===== src/rtl/saradc_pkg.sv =====
// -----------------------------------------------------------------------------
// saradc_pkg
// Shared types and defaults for the SAR ADC controller slice.
//   state_e        : controller FSM state encoding (IDLE, SAMPLE, CONV, DONE)
//   NB_DEFAULT     : default conversion resolution in bits
//   NSAMP_DEFAULT  : default sample-phase length in clock cycles
//   CONV_PHASES    : clock cycles spent on each bit when the comparator
//                    synchroniser is built in (SARADC_SAR_CTRL_CMPSYNC_EN)
// -----------------------------------------------------------------------------
package saradc_pkg;

   typedef enum logic [1:0] {
      ST_IDLE   = 2'd0,
      ST_SAMPLE = 2'd1,
      ST_CONV   = 2'd2,
      ST_DONE   = 2'd3
   } state_e;

   localparam int NB_DEFAULT    = 8;
   localparam int NSAMP_DEFAULT = 4;

   // Trial code applied, two synchroniser stages, then capture.
   localparam int CONV_PHASES   = 3;

endpackage : saradc_pkg


===== src/rtl/saradc_sar_ctrl_if.sv =====
// -----------------------------------------------------------------------------
// saradc_sar_ctrl_if
// Signal bundle between the SAR controller and its CDAC / comparator / user.
// Parameter NB sets the width of the per-bit switch buses and the result.
//   start        : conversion request (sampled only while idle)
//   cmp          : comparator decision, 1 = VIN at or above trial DAC level
//   cri / crib   : CDAC input-sample switch and complement
//   crh / crhb   : per-bit bottom-plate switch to VREFH and complement
//   crl / crlb   : per-bit bottom-plate switch to VREFL and complement
//   dout         : last conversion result, held until the next done
//   done         : one-cycle pulse when dout updates
//   busy         : high whenever the controller is not idle
//   state        : debug view of the controller FSM state
// Modports: slave = controller side, master = driver/observer side.
// Handshake: start is a level request with no ready; the controller samples
// it only in IDLE and ignores it everywhere else (no queueing). Completion
// is signalled by a single-cycle done with dout valid in that same cycle.
// -----------------------------------------------------------------------------
interface saradc_sar_ctrl_if
   import saradc_pkg::*;
#(
   parameter int NB = NB_DEFAULT
) ();

   logic          start;
   logic          cmp;
   logic          cri;
   logic          crib;
   logic [NB-1:0] crh;
   logic [NB-1:0] crhb;
   logic [NB-1:0] crl;
   logic [NB-1:0] crlb;
   logic [NB-1:0] dout;
   logic          done;
   logic          busy;
   state_e        state;

   modport slave (
      input  start, cmp,
      output cri, crib, crh, crhb, crl, crlb, dout, done, busy, state
   );

   modport master (
      output start, cmp,
      input  cri, crib, crh, crhb, crl, crlb, dout, done, busy, state
   );

endinterface : saradc_sar_ctrl_if


===== src/rtl/saradc_cmp_sync.sv =====
// -----------------------------------------------------------------------------
// saradc_cmp_sync
// Two-flop synchroniser for the comparator decision. Only built when
// SARADC_SAR_CTRL_CMPSYNC_EN is defined.
//   clk  : clock
//   rst  : asynchronous active-high reset, both stages clear to 0
//   d_i  : asynchronous comparator output
//   q_o  : synchronised comparator decision (two cycles of latency)
// -----------------------------------------------------------------------------
module saradc_cmp_sync (
   input  logic clk,
   input  logic rst,
   input  logic d_i,
   output logic q_o
);

   logic meta_q;
   logic sync_q;

   always_ff @(posedge clk or posedge rst) begin
      if (rst) begin
         meta_q <= 1'b0;
         sync_q <= 1'b0;
      end else begin
         meta_q <= d_i;
         sync_q <= meta_q;
      end
   end

   assign q_o = sync_q;

endmodule : saradc_cmp_sync


===== src/rtl/saradc_sar_ctrl.sv =====
// -----------------------------------------------------------------------------
// saradc_sar_ctrl
// Successive-approximation register controller for a charge-redistribution
// ADC. Samples the input onto the CDAC for NSAMP cycles, then resolves one bit
// per step from MSB to LSB using the comparator, and presents the result with
// a one-cycle done pulse.
// Parameters:
//   NB     : resolution in bits (2..16)
//   NSAMP  : sample-phase length in clock cycles (>= 1)
// Ports:
//   clk    : clock, all state on the rising edge
//   rst    : asynchronous active-high reset
//   bus    : saradc_sar_ctrl_if.slave (start/cmp in; switch controls,
//            dout, done, busy and debug state out)
// Build option:
//   SARADC_SAR_CTRL_CMPSYNC_EN : route cmp through saradc_cmp_sync; each bit
//   then takes CONV_PHASES cycles instead of one.
// All outputs come straight from flops; every complement is registered from
// the inverse of the same next-state value, so true/complement never skew.
// -----------------------------------------------------------------------------
module saradc_sar_ctrl
   import saradc_pkg::*;
#(
   parameter int NB    = NB_DEFAULT,
   parameter int NSAMP = NSAMP_DEFAULT
) (
   input  logic              clk,
   input  logic              rst,
   saradc_sar_ctrl_if.slave  bus
);

   localparam int KW = (NB > 1) ? $clog2(NB) : 1;
   localparam int CW = $clog2(NSAMP + 1);

   // FSM and datapath state
   state_e        state_q, state_d;
   logic [KW-1:0] k_q, k_d;
   logic [NB-1:0] code_q, code_d;      // resolved bits; unresolved bits are 0
   logic [CW-1:0] cnt_q, cnt_d;
   logic [NB-1:0] dout_q, dout_d;

   // Registered outputs
   logic          cri_q, cri_d, crib_q;
   logic [NB-1:0] crh_q, crh_d, crhb_q;
   logic [NB-1:0] crl_q, crl_d, crlb_q;
   logic          done_q, done_d;
   logic          busy_q, busy_d;

   logic [NB-1:0] trial;
   logic          cmp_use;
   logic          bit_end;

`ifdef SARADC_SAR_CTRL_CMPSYNC_EN
   logic [1:0]    ph_q, ph_d;

   saradc_cmp_sync u_cmp_sync (
      .clk (clk),
      .rst (rst),
      .d_i (bus.cmp),
      .q_o (cmp_use)
   );

   // The bit resolves on its last phase, when the synchroniser output
   // reflects the comparator's response to this bit's trial code.
   assign bit_end = (ph_q == 2'(CONV_PHASES - 1));
`else
   assign cmp_use = bus.cmp;
   assign bit_end = 1'b1;
`endif

   // ---------------------------------------------------------------------
   // Next-state logic
   // ---------------------------------------------------------------------
   always_comb begin
      state_d = state_q;
      k_d     = k_q;
      code_d  = code_q;
      cnt_d   = cnt_q;
      dout_d  = dout_q;
`ifdef SARADC_SAR_CTRL_CMPSYNC_EN
      ph_d    = ph_q;
`endif

      case (state_q)
         ST_IDLE: begin
            if (bus.start) begin
               state_d = ST_SAMPLE;
               cnt_d   = '0;
               code_d  = '0;
               k_d     = KW'(NB - 1);
            end
         end

         ST_SAMPLE: begin
            if (cnt_q == CW'(NSAMP - 1)) begin
               state_d = ST_CONV;
               k_d     = KW'(NB - 1);
`ifdef SARADC_SAR_CTRL_CMPSYNC_EN
               ph_d    = '0;
`endif
            end else begin
               cnt_d = cnt_q + CW'(1);
            end
         end

         ST_CONV: begin
`ifdef SARADC_SAR_CTRL_CMPSYNC_EN
            ph_d = bit_end ? 2'd0 : (ph_q + 2'd1);
`endif
            if (bit_end) begin
               code_d[k_q] = cmp_use;
               if (k_q == '0) begin
                  state_d = ST_DONE;
               end else begin
                  k_d = k_q - KW'(1);
               end
            end
         end

         ST_DONE: begin
            state_d = ST_IDLE;
            k_d     = KW'(NB - 1);
         end

         default: state_d = ST_IDLE;
      endcase

      if (state_d == ST_DONE) begin
         dout_d = code_d;
      end
   end

   // ---------------------------------------------------------------------
   // Output decode from the next state, so the flops hold the values that
   // belong to the state being entered.
   // ---------------------------------------------------------------------
   always_comb begin
      cri_d  = 1'b0;
      crh_d  = '0;
      crl_d  = '1;
      trial  = code_d | (NB'(1) << k_d);
      done_d = (state_d == ST_DONE);
      busy_d = (state_d != ST_IDLE);

      case (state_d)
         ST_SAMPLE: begin
            cri_d = 1'b1;
            crl_d = '0;
         end
         ST_CONV: begin
            crh_d = trial;
            crl_d = ~trial;
         end
         ST_DONE: begin
            crh_d = code_d;
            crl_d = ~code_d;
         end
         default: ;
      endcase
   end

   // ---------------------------------------------------------------------
   // State registers
   // ---------------------------------------------------------------------
   always_ff @(posedge clk or posedge rst) begin
      if (rst) begin
         state_q <= ST_IDLE;
         k_q     <= KW'(NB - 1);
         code_q  <= '0;
         cnt_q   <= '0;
         dout_q  <= '0;
         cri_q   <= 1'b0;
         crib_q  <= 1'b1;
         crh_q   <= '0;
         crhb_q  <= '1;
         crl_q   <= '1;
         crlb_q  <= '0;
         done_q  <= 1'b0;
         busy_q  <= 1'b0;
`ifdef SARADC_SAR_CTRL_CMPSYNC_EN
         ph_q    <= '0;
`endif
      end else begin
         state_q <= state_d;
         k_q     <= k_d;
         code_q  <= code_d;
         cnt_q   <= cnt_d;
         dout_q  <= dout_d;
         cri_q   <= cri_d;
         crib_q  <= ~cri_d;
         crh_q   <= crh_d;
         crhb_q  <= ~crh_d;
         crl_q   <= crl_d;
         crlb_q  <= ~crl_d;
         done_q  <= done_d;
         busy_q  <= busy_d;
`ifdef SARADC_SAR_CTRL_CMPSYNC_EN
         ph_q    <= ph_d;
`endif
      end
   end

   assign bus.cri   = cri_q;
   assign bus.crib  = crib_q;
   assign bus.crh   = crh_q;
   assign bus.crhb  = crhb_q;
   assign bus.crl   = crl_q;
   assign bus.crlb  = crlb_q;
   assign bus.dout  = dout_q;
   assign bus.done  = done_q;
   assign bus.busy  = busy_q;
   assign bus.state = state_q;

endmodule : saradc_sar_ctrl

===== src/flat_wrapper.sv =====
// flat-port wrapper written by rule: the top's interface ports become plain ports
module saradc_sar_ctrl_flat import saradc_pkg::*;
#(
   parameter int NB    = NB_DEFAULT,
   parameter int NSAMP = NSAMP_DEFAULT
)
  (clk, rst, bus_start, bus_cmp, bus_cri, bus_crib, bus_crh, bus_crhb, bus_crl, bus_crlb, bus_dout, bus_done, bus_busy, bus_state);
  saradc_sar_ctrl_if #(.NB(NB)) bus_i ();
  input  logic clk;
  input  logic rst;
  input wire logic [$bits(bus_i.start)-1:0] bus_start;
  input wire logic [$bits(bus_i.cmp)-1:0] bus_cmp;
  output wire logic [$bits(bus_i.cri)-1:0] bus_cri;
  output wire logic [$bits(bus_i.crib)-1:0] bus_crib;
  output wire logic [$bits(bus_i.crh)-1:0] bus_crh;
  output wire logic [$bits(bus_i.crhb)-1:0] bus_crhb;
  output wire logic [$bits(bus_i.crl)-1:0] bus_crl;
  output wire logic [$bits(bus_i.crlb)-1:0] bus_crlb;
  output wire logic [$bits(bus_i.dout)-1:0] bus_dout;
  output wire logic [$bits(bus_i.done)-1:0] bus_done;
  output wire logic [$bits(bus_i.busy)-1:0] bus_busy;
  output wire logic [$bits(bus_i.state)-1:0] bus_state;
  assign bus_i.start = bus_start;
  assign bus_i.cmp = bus_cmp;
  assign bus_cri = bus_i.cri;
  assign bus_crib = bus_i.crib;
  assign bus_crh = bus_i.crh;
  assign bus_crhb = bus_i.crhb;
  assign bus_crl = bus_i.crl;
  assign bus_crlb = bus_i.crlb;
  assign bus_dout = bus_i.dout;
  assign bus_done = bus_i.done;
  assign bus_busy = bus_i.busy;
  assign bus_state = bus_i.state;
  saradc_sar_ctrl #(.NB(NB), .NSAMP(NSAMP)) u_core (.clk(clk), .rst(rst), .bus(bus_i));
endmodule

===== config.mk =====
export PLATFORM = sky130hd
export DESIGN_NAME = saradc_sar_ctrl_flat
export DESIGN_NICKNAME = d
export VERILOG_FILES = /design/src/rtl/saradc_pkg.sv /design/src/rtl/saradc_sar_ctrl_if.sv /design/src/rtl/saradc_cmp_sync.sv /design/src/rtl/saradc_sar_ctrl.sv /design/src/flat_wrapper.sv
export SDC_FILE = /design/constraint.sdc
export NUM_CORES = 1
export LEC_CHECK = 0
export ABC_AREA = 0
export CORE_UTILIZATION = 31
export CTS_CLUSTER_SIZE = 30
export DETAILED_ROUTE_END_ITERATION = 12
export GPL_TIMING_DRIVEN = 0
export PLACE_DENSITY = 0.53
export SLEW_MARGIN = 10
export SYNTH_ARGS = -nofsm -noshare
export SYNTH_HDL_FRONTEND = slang
export SYNTH_HIERARCHICAL = 1
export SYNTH_SLANG_ARGS = --single-unit

===== constraint.sdc =====
create_clock -name clk -period 5.7 [get_ports clk]
set_input_delay 1.14 -clock clk [delete_from_list [all_inputs] [get_ports clk]]
set_output_delay 1.14 -clock clk [all_outputs]
set_load 0.02 [all_outputs]

==> results of run 1 <==
per-stage QoR:
| stage | setup WS [ps] | util | std cells |
|---|---|---|---|
| 4_1_cts | 2950 | 0.438 | 390 |
| 5_1_grt | 2860 | 0.438 | 390 |
| 3_3_place_gp | 2060 | 0.404 | 373 |
| 6_report | 2940 | 0.438 | 390 |
| 2_1_floorplan | 3110 | - | 222 |
| 3_5_place_dp | 2580 | 0.406 | 374 |
registers in the layout, indices dropped and copies added (netlist names):
| signal | count |
|---|---|
| u_core/bus.done | 1 |
| u_core/bus.crhb | 8 |
| u_core/code_q | 8 |
| u_core/bus.busy | 1 |
| u_core/bus.crl | 8 |
| u_core/bus.state | 2 |
| u_core/bus.crib | 1 |
| u_core/k_q | 3 |
| u_core/bus.crh | 8 |
| u_core/cnt_q | 3 |
| u_core/bus.dout | 8 |
| u_core/bus.cri | 1 |
| u_core/bus.crlb | 8 |
final timing paths:
| path | cells past startpoint | end | start |
|---|---|---|---|
| setup / recovery | 8 | u_core/bus.crl[0]$_DFF_PP1_ | bus_start |
| hold reg to reg | 2 | u_core/cnt_q[2]$_DFFE_PP0P_ | u_core/cnt_q[2]$_DFFE_PP0P_ |
| setup reg to reg | 10 | u_core/bus.crl[6]$_DFF_PP1_ | u_core/k_q[1]$_DFF_PP1_ |
| min in group asynchronous | 2 | u_core/bus.crlb[3]$_DFF_PP0_ | rst |
| hold / removal | 2 | u_core/cnt_q[2]$_DFFE_PP0P_ | u_core/cnt_q[2]$_DFFE_PP0P_ |
| max in group asynchronous | 3 | u_core/bus.crhb[4]$_DFF_PP1_ | rst |
cells in the final DEF, fill, tap and decap left out, types with 2 or more instances in the layout:
cell / count
a21o_1: 3
a21oi_1: 12
a22oi_1: 2
a32oi_1: 6
and2_1: 2
and3_1: 2
buf_2: 5
buf_4: 2
bufinv_16: 3
clkbuf_1: 3
clkbuf_8: 10
clkdlybuf4s50_1: 49
dfrtp_1: 40
dfstp_2: 20
ha_1: 4
inv_1: 15
inv_2: 7
mux2_2: 2
nand2_1: 14
nand2b_1: 4
nand3_1: 2
nand3b_1: 3
nor2_1: 19
nor2b_1: 3
nor3_1: 4
nor3b_1: 3
o21a_1: 2
o21ai_0: 5
o21ai_1: 5
o32a_4: 2
report_power, final:
| part | switching, mW | leakage [nW] | total (mW) | internal, mW |
|---|---|---|---|---|
| Sequential | 0.0387 | 0.691 | 0.583 | 0.544 |
| Clock | 0.171 | 0.122 | 0.473 | 0.302 |
| Combinational | 0.368 | 0.673 | 0.627 | 0.260 |
| Total | 0.577 | 1.49 | 1.68 | 1.11 |
final cells by class:
type	instances	area, µm²	share of cell area
buffer	11	55.1	0.0160
clock buffer	10	138	0.0401
clock inverter	6	111	0.0324
inverter	24	92.6	0.0269
multi-input combinational	127	875	0.255
sequential	60	1530	0.444
tap	102	128	0.0371
timing repair buffer	50	510	0.149
layer usage:
layer	vias up	wire [µm]
met3	11	228
met4	0	86
met1	932	2800
li1	897	-
met2	39	2860
met5	-	0
worst max-delay path, stage by stage:
cell             delay (ps)
clkdlybuf4s50_1         520
or2_2                   380
a211o_1                 320
nand2_2                 130
inv_2                    80
o32a_4                  370
inv_2                    60
nor2_1                   30
cell families (layout without fill, tap and decap cells):
| logic type | Yosys count | after routing |
|---|---|---|
| multiplexers | 2 | 2 |
| AND/OR/NAND/NOR | 66 | 66 |
| flip-flops | 60 | 60 |
| adder cells (fa/ha/maj) | 4 | 4 |
| AO/OA/AOI/OAI | 55 | 55 |
| buffers and inverters | 35 | 101 |
==> results.yml, run 1 <==
cells_and_area:
  final_nets: 291
  antenna_cells: 0
  area_delta_synth_final_pct: 34.8
  drive_gt1_frac: 0.229
  n_fill_cell: 771
  design_area_mm2: 0.00344
timing:
  finClkSkew_ps: 7.92
  relSlewSlack: 0.574
  fin_crit_sh: 0.484
  final.setup.tns_ps: 0
  timing_worst_slew_pin_value_ps: 639
  period_needed_ps: 2760
  fmax_ghz: 0.363
  setup_viol: 0
  holdWs_ps: 484
  rsz0062_at_grt: "no"
  slew_violations: 0
  finalHoldViolCount: 0
floorplanning:
  rows: 32
  core_mm2: 0.00785
  die_h_um: 92.7
  dieArea_mm2: 0.00859
  num_io_pins: 50
  initial_core_util: 0.325
  die_w_um: 92.7
clock_tree:
  clk_pin_slew_ps: 70
  ctsResizeCount: 0
  clk_latency_ps: 340
  cts_sinks: 60
  cts_made_buffers: 9
  hold_buffers: 0
  cts_root_buffer: "clkbuf_8"
  cts_tree: "built"
  ctsHtreeMaxLevel: 3
  clk_path_buf_depth: 2
  postCtsSetupBuffers: 0
min_path:
  hp-class: "reg2reg"
global_routing:
  grt.overflow.total: 0
  grt_start_max_net_pins: 35
  grtUsageMet2: 0.237
  use_met3: 0.0411
  busiest_layer: "met2"
  grtUsageTotal: 0.157
  grt_pass1_vias: 1805
  met1_usage: 0.214
  antenna_found_initial: 0
  grt_pass1_wl_um: 9940
route:
  drt-total-wl_um: 5980
  routedWlPerCell_um: 15.3
  vias: 1879
  drc_errors: 0
  firstDrtPassIters: 4
  ant_nets: 0
  post_drt_via_cell_ratio: 4.82
  drt_iter0_markers: 108
logic_synthesis:
  yosysWarnings: 6
  async_flop_share: 1.00
  netlist_area_mm2: 0.00255
  ys_seq_area_frac: 0.599
  ys_seq_elements: 60
  synth-simple-area-share: 0.142
  syn_avg_cell_area_um2: 11.5
  synth-edff-count: 0
  synth_top_family_by_area: "compound AO/OA/AOI/OAI gates"
  synth_commonest_cells: "40 x dfrtp_1, 20 x dfstp_2, 19 x nor2_1, 16 x inv_1, 14 x nand2_1"
  synth_top_area_share: 0.393
  synth_flop_cell: "dfrtp_1"
  synth_cell_types: 58
  synth_top_cell_by_area: "dfrtp_1"
  yosysMostFrequentCell: "dfrtp_1"
  synth-compound-area-share: 0.173
  synth-xor-area-share: 0
  synthMuxAreaShare: 0.00884
  syn-num-nets: 230
  synth_cells: 222
  synthAdderAreaFrac: 0.0196
  synthTopCellsByArea: "dfrtp_1 39%, dfstp_2 21%, nor2_1 2.8%, a21oi_1 2.4%, inv_1 2.4%"
power_and_ir_drop:
  p_leak_nw: 1.49
  ir_drop_mv: 0.188
  p_per_area_mw_per_mm2: 490
  total_power_mw: 1.68
worst_setup_path:
  critPathLaunchType: "primary input"
  path_class: "in2reg"
  reg2reg_setup_slack_ps: 3060
  critPathCaptureType: "register"
  crit_fanout: 5
  worstPathArrival_ps: 3030
  critPathRequiredTime_ps: 5970
status:
  status: "completed"
placed_design:
  dp_hpwl_um: 4290
  place_area_mm2: 0.00319
  place.port_buffers: 49
  gp_congestion: 0.852
job:
  maxCapViolations: 0
No activity file was read; power rests on OpenSTA's default activity.
==> run 2, diff against run 1 <==
==> constraint.sdc (replaced) <==
create_clock -name clk -period 2.66 [get_ports clk]
set_input_delay 0.532 -clock clk [delete_from_list [all_inputs] [get_ports clk]]
set_output_delay 0.532 -clock clk [all_outputs]
set_load 0.02 [all_outputs]
==> run 2 against run 1 <==
Count of clock-buffer cells in the layout stayed put; clock skew hardly changed; via count is 0.75% lower; non-clock buffer count is 2 lower; sequential share of layout area is 0.11 points higher; core utilization is 0.11 points lower; critical path depth is 1 higher; critical endpoint is now u_core/bus.crl[6]$_DFF_PP1_; largest power group unchanged; highest routed layer unchanged.
==> results.yml, run 2 (synthesized netlist as in run 1, its figures left out) <==
status:
  status: "completed"
global_routing:
  grt.overflow.total: 0
  grt_pass1_wl_um: 9940
  grt_start_max_net_pins: 35
  grtUsageTotal: 0.157
  antenna_found_initial: 0
  grt_pass1_vias: 1805
clock_tree:
  ctsHtreeMaxLevel: 3
  cts_made_buffers: 9
  postCtsSetupBuffers: 0
  clk_pin_slew_ps: 70
  ctsResizeCount: 0
  hold_buffers: 0
  cts_tree: "built"
  cts_sinks: 60
  clk_latency_ps: 340
  clk_path_buf_depth: 2
  cts_root_buffer: "clkbuf_8"
worst_setup_path:
  cp.depth: 9
  path_delay_family: "flip-flops"
  critPathLaunchType: "register"
  cpMostUsedCell: "nor2_1"
  worstPathArrival_ps: 2710
  path_class: "reg2reg"
  reg2regPathDepth: 9
  path_cells: "inv_1, ha_1, and4bb_1, buf_2, nor2_1, o22ai_1, o32a_2, inv_2, nor2_1"
  reg2reg_from: "u_core/k_q[0]$_DFF_PP1_"
  crit_start: "u_core/k_q[0]$_DFF_PP1_"
  critPathCaptureType: "register"
  critPathRequiredTime_ps: 2930
  crit_fanout: 13
  cp.buffers_inverters: 3
  crit_slowest_cell: "dfstp_2"
  max_stage_delay_ps: 670
power_and_ir_drop:
  p_clk_frac: 0.281
  ir_drop_mv: 0.403
  total_power_mw: 3.60
  switchingPower_mw: 1.23
  p_leak_nw: 1.48
  p_sw_frac: 0.343
  p_int_mw: 2.37
  power_frac_seq: 0.350
  p_per_area_mw_per_mm2: 1050
  p_comb_frac: 0.369
cells_and_area:
  final_common_cell: "clkdlybuf4s50_1"
  drive_gt1_frac: 0.227
  antenna_cells: 0
  final_cell_mix: "49 x clkdlybuf4s50_1, 40 x dfrtp_1, 20 x dfstp_2"
  design_area_mm2: 0.00343
  area_delta_synth_final_pct: 34.5
  final_nets: 289
timing:
  finClkSkew_ps: 7.86
  setup_viol: 0
  fin_crit_sh: 0.917
  period_needed_ps: 2440
  rsz0062_at_grt: "no"
  slew_violations: 0
  final.setup.tns_ps: 0
  relSlewSlack: 0.568
  finalHoldViolCount: 0
  timing_worst_slew_pin_value_ps: 648
  fmax_ghz: 0.410
route:
  drc_errors: 0
  drt-total-wl_um: 5960
  firstDrtPassIters: 4
  ant_nets: 0
  vias: 1865
  drt_iter0_markers: 99
  post_drt_via_cell_ratio: 4.81
  routedWlPerCell_um: 15.4
placed_design:
  place_area_mm2: 0.00319
  dp_hpwl_um: 4290
  gp_congestion: 0.852
  place.port_buffers: 49
min_path:
  hp-class: "reg2reg"
  hold_start: "u_core/cnt_q[2]$_DFFE_PP0P_"
  hold-path-cell-count: 2
floorplanning:
  initial_core_util: 0.325
  core_mm2: 0.00785
  num_io_pins: 50
  die_h_um: 92.7
  die_w_um: 92.7
  rows: 32
  dieArea_mm2: 0.00859
job:
  maxCapViolations: 0
[run 2: layer usage]
layer,track usage,part of all wire,wire [µm],up-vias
li1,-,-,-,895
met4,0.0654,0.016,93,0
met1,0.214,0.46,2750,920
met2,0.237,0.48,2880,38
met3,0.0411,0.040,241,12
met5,0,0,0,-
[run 2: final cells by class]
type	instances	area, µm²
tap	102	128
multi-input combinational	127	875
clock buffer	10	138
buffer	9	46.3
timing repair buffer	50	510
fill	772	4420
inverter	24	92.6
sequential	60	1530
clock inverter	6	111
[run 2: worst paths after layout]
| check | endpoint | slack [ps] |
|---|---|---|
| worst max-delay path | u_core/bus.crl[6]$_DFF_PP1_ | 220 |
| worst min-delay path | u_core/cnt_q[2]$_DFFE_PP0P_ | 480 |
| worst max register to register | u_core/bus.crl[6]$_DFF_PP1_ | 220 |
| worst min register to register | u_core/cnt_q[2]$_DFFE_PP0P_ | 480 |
| max in group asynchronous | u_core/bus.crhb[4]$_DFF_PP1_ | 1450 |
| min in group asynchronous | u_core/bus.crlb[3]$_DFF_PP0_ | 570 |
[run 2: worst register-to-register path: cells and delay by family, from the launching register on]
kind | cells | cell delay [ps]
adders and majority gates | 1 | 260
DFF | 1 | 670
and+or+nand+nor | 3 | 380
buffers and inverters | 3 | 400
AOI/OAI and AO/OA | 2 | 650
[run 2: power by group through the flow]
stage	combinational [mW]	sequential [mW]	clock, mW
after floorplan	0.650	1.46	0
after global placement	1.35	1.27	0
after detailed placement	1.35	1.27	0
after CTS	1.35	1.25	1.04
after global routing	1.46	1.28	1.08
final	1.33	1.26	1.01
[run 2: per-stage QoR]
step | instances | util | hold WS (ps) | setup WS (ps)
floorplan | 222 | - | 443 | 414
finish | 388 | 0.437 | 484 | 220
global route | 388 | 0.437 | 521 | 67.4
CTS | 390 | 0.438 | 483 | 55.8
global placement | 373 | 0.404 | 464 | -371
detailed placement | 374 | 0.406 | 461 | 86.2
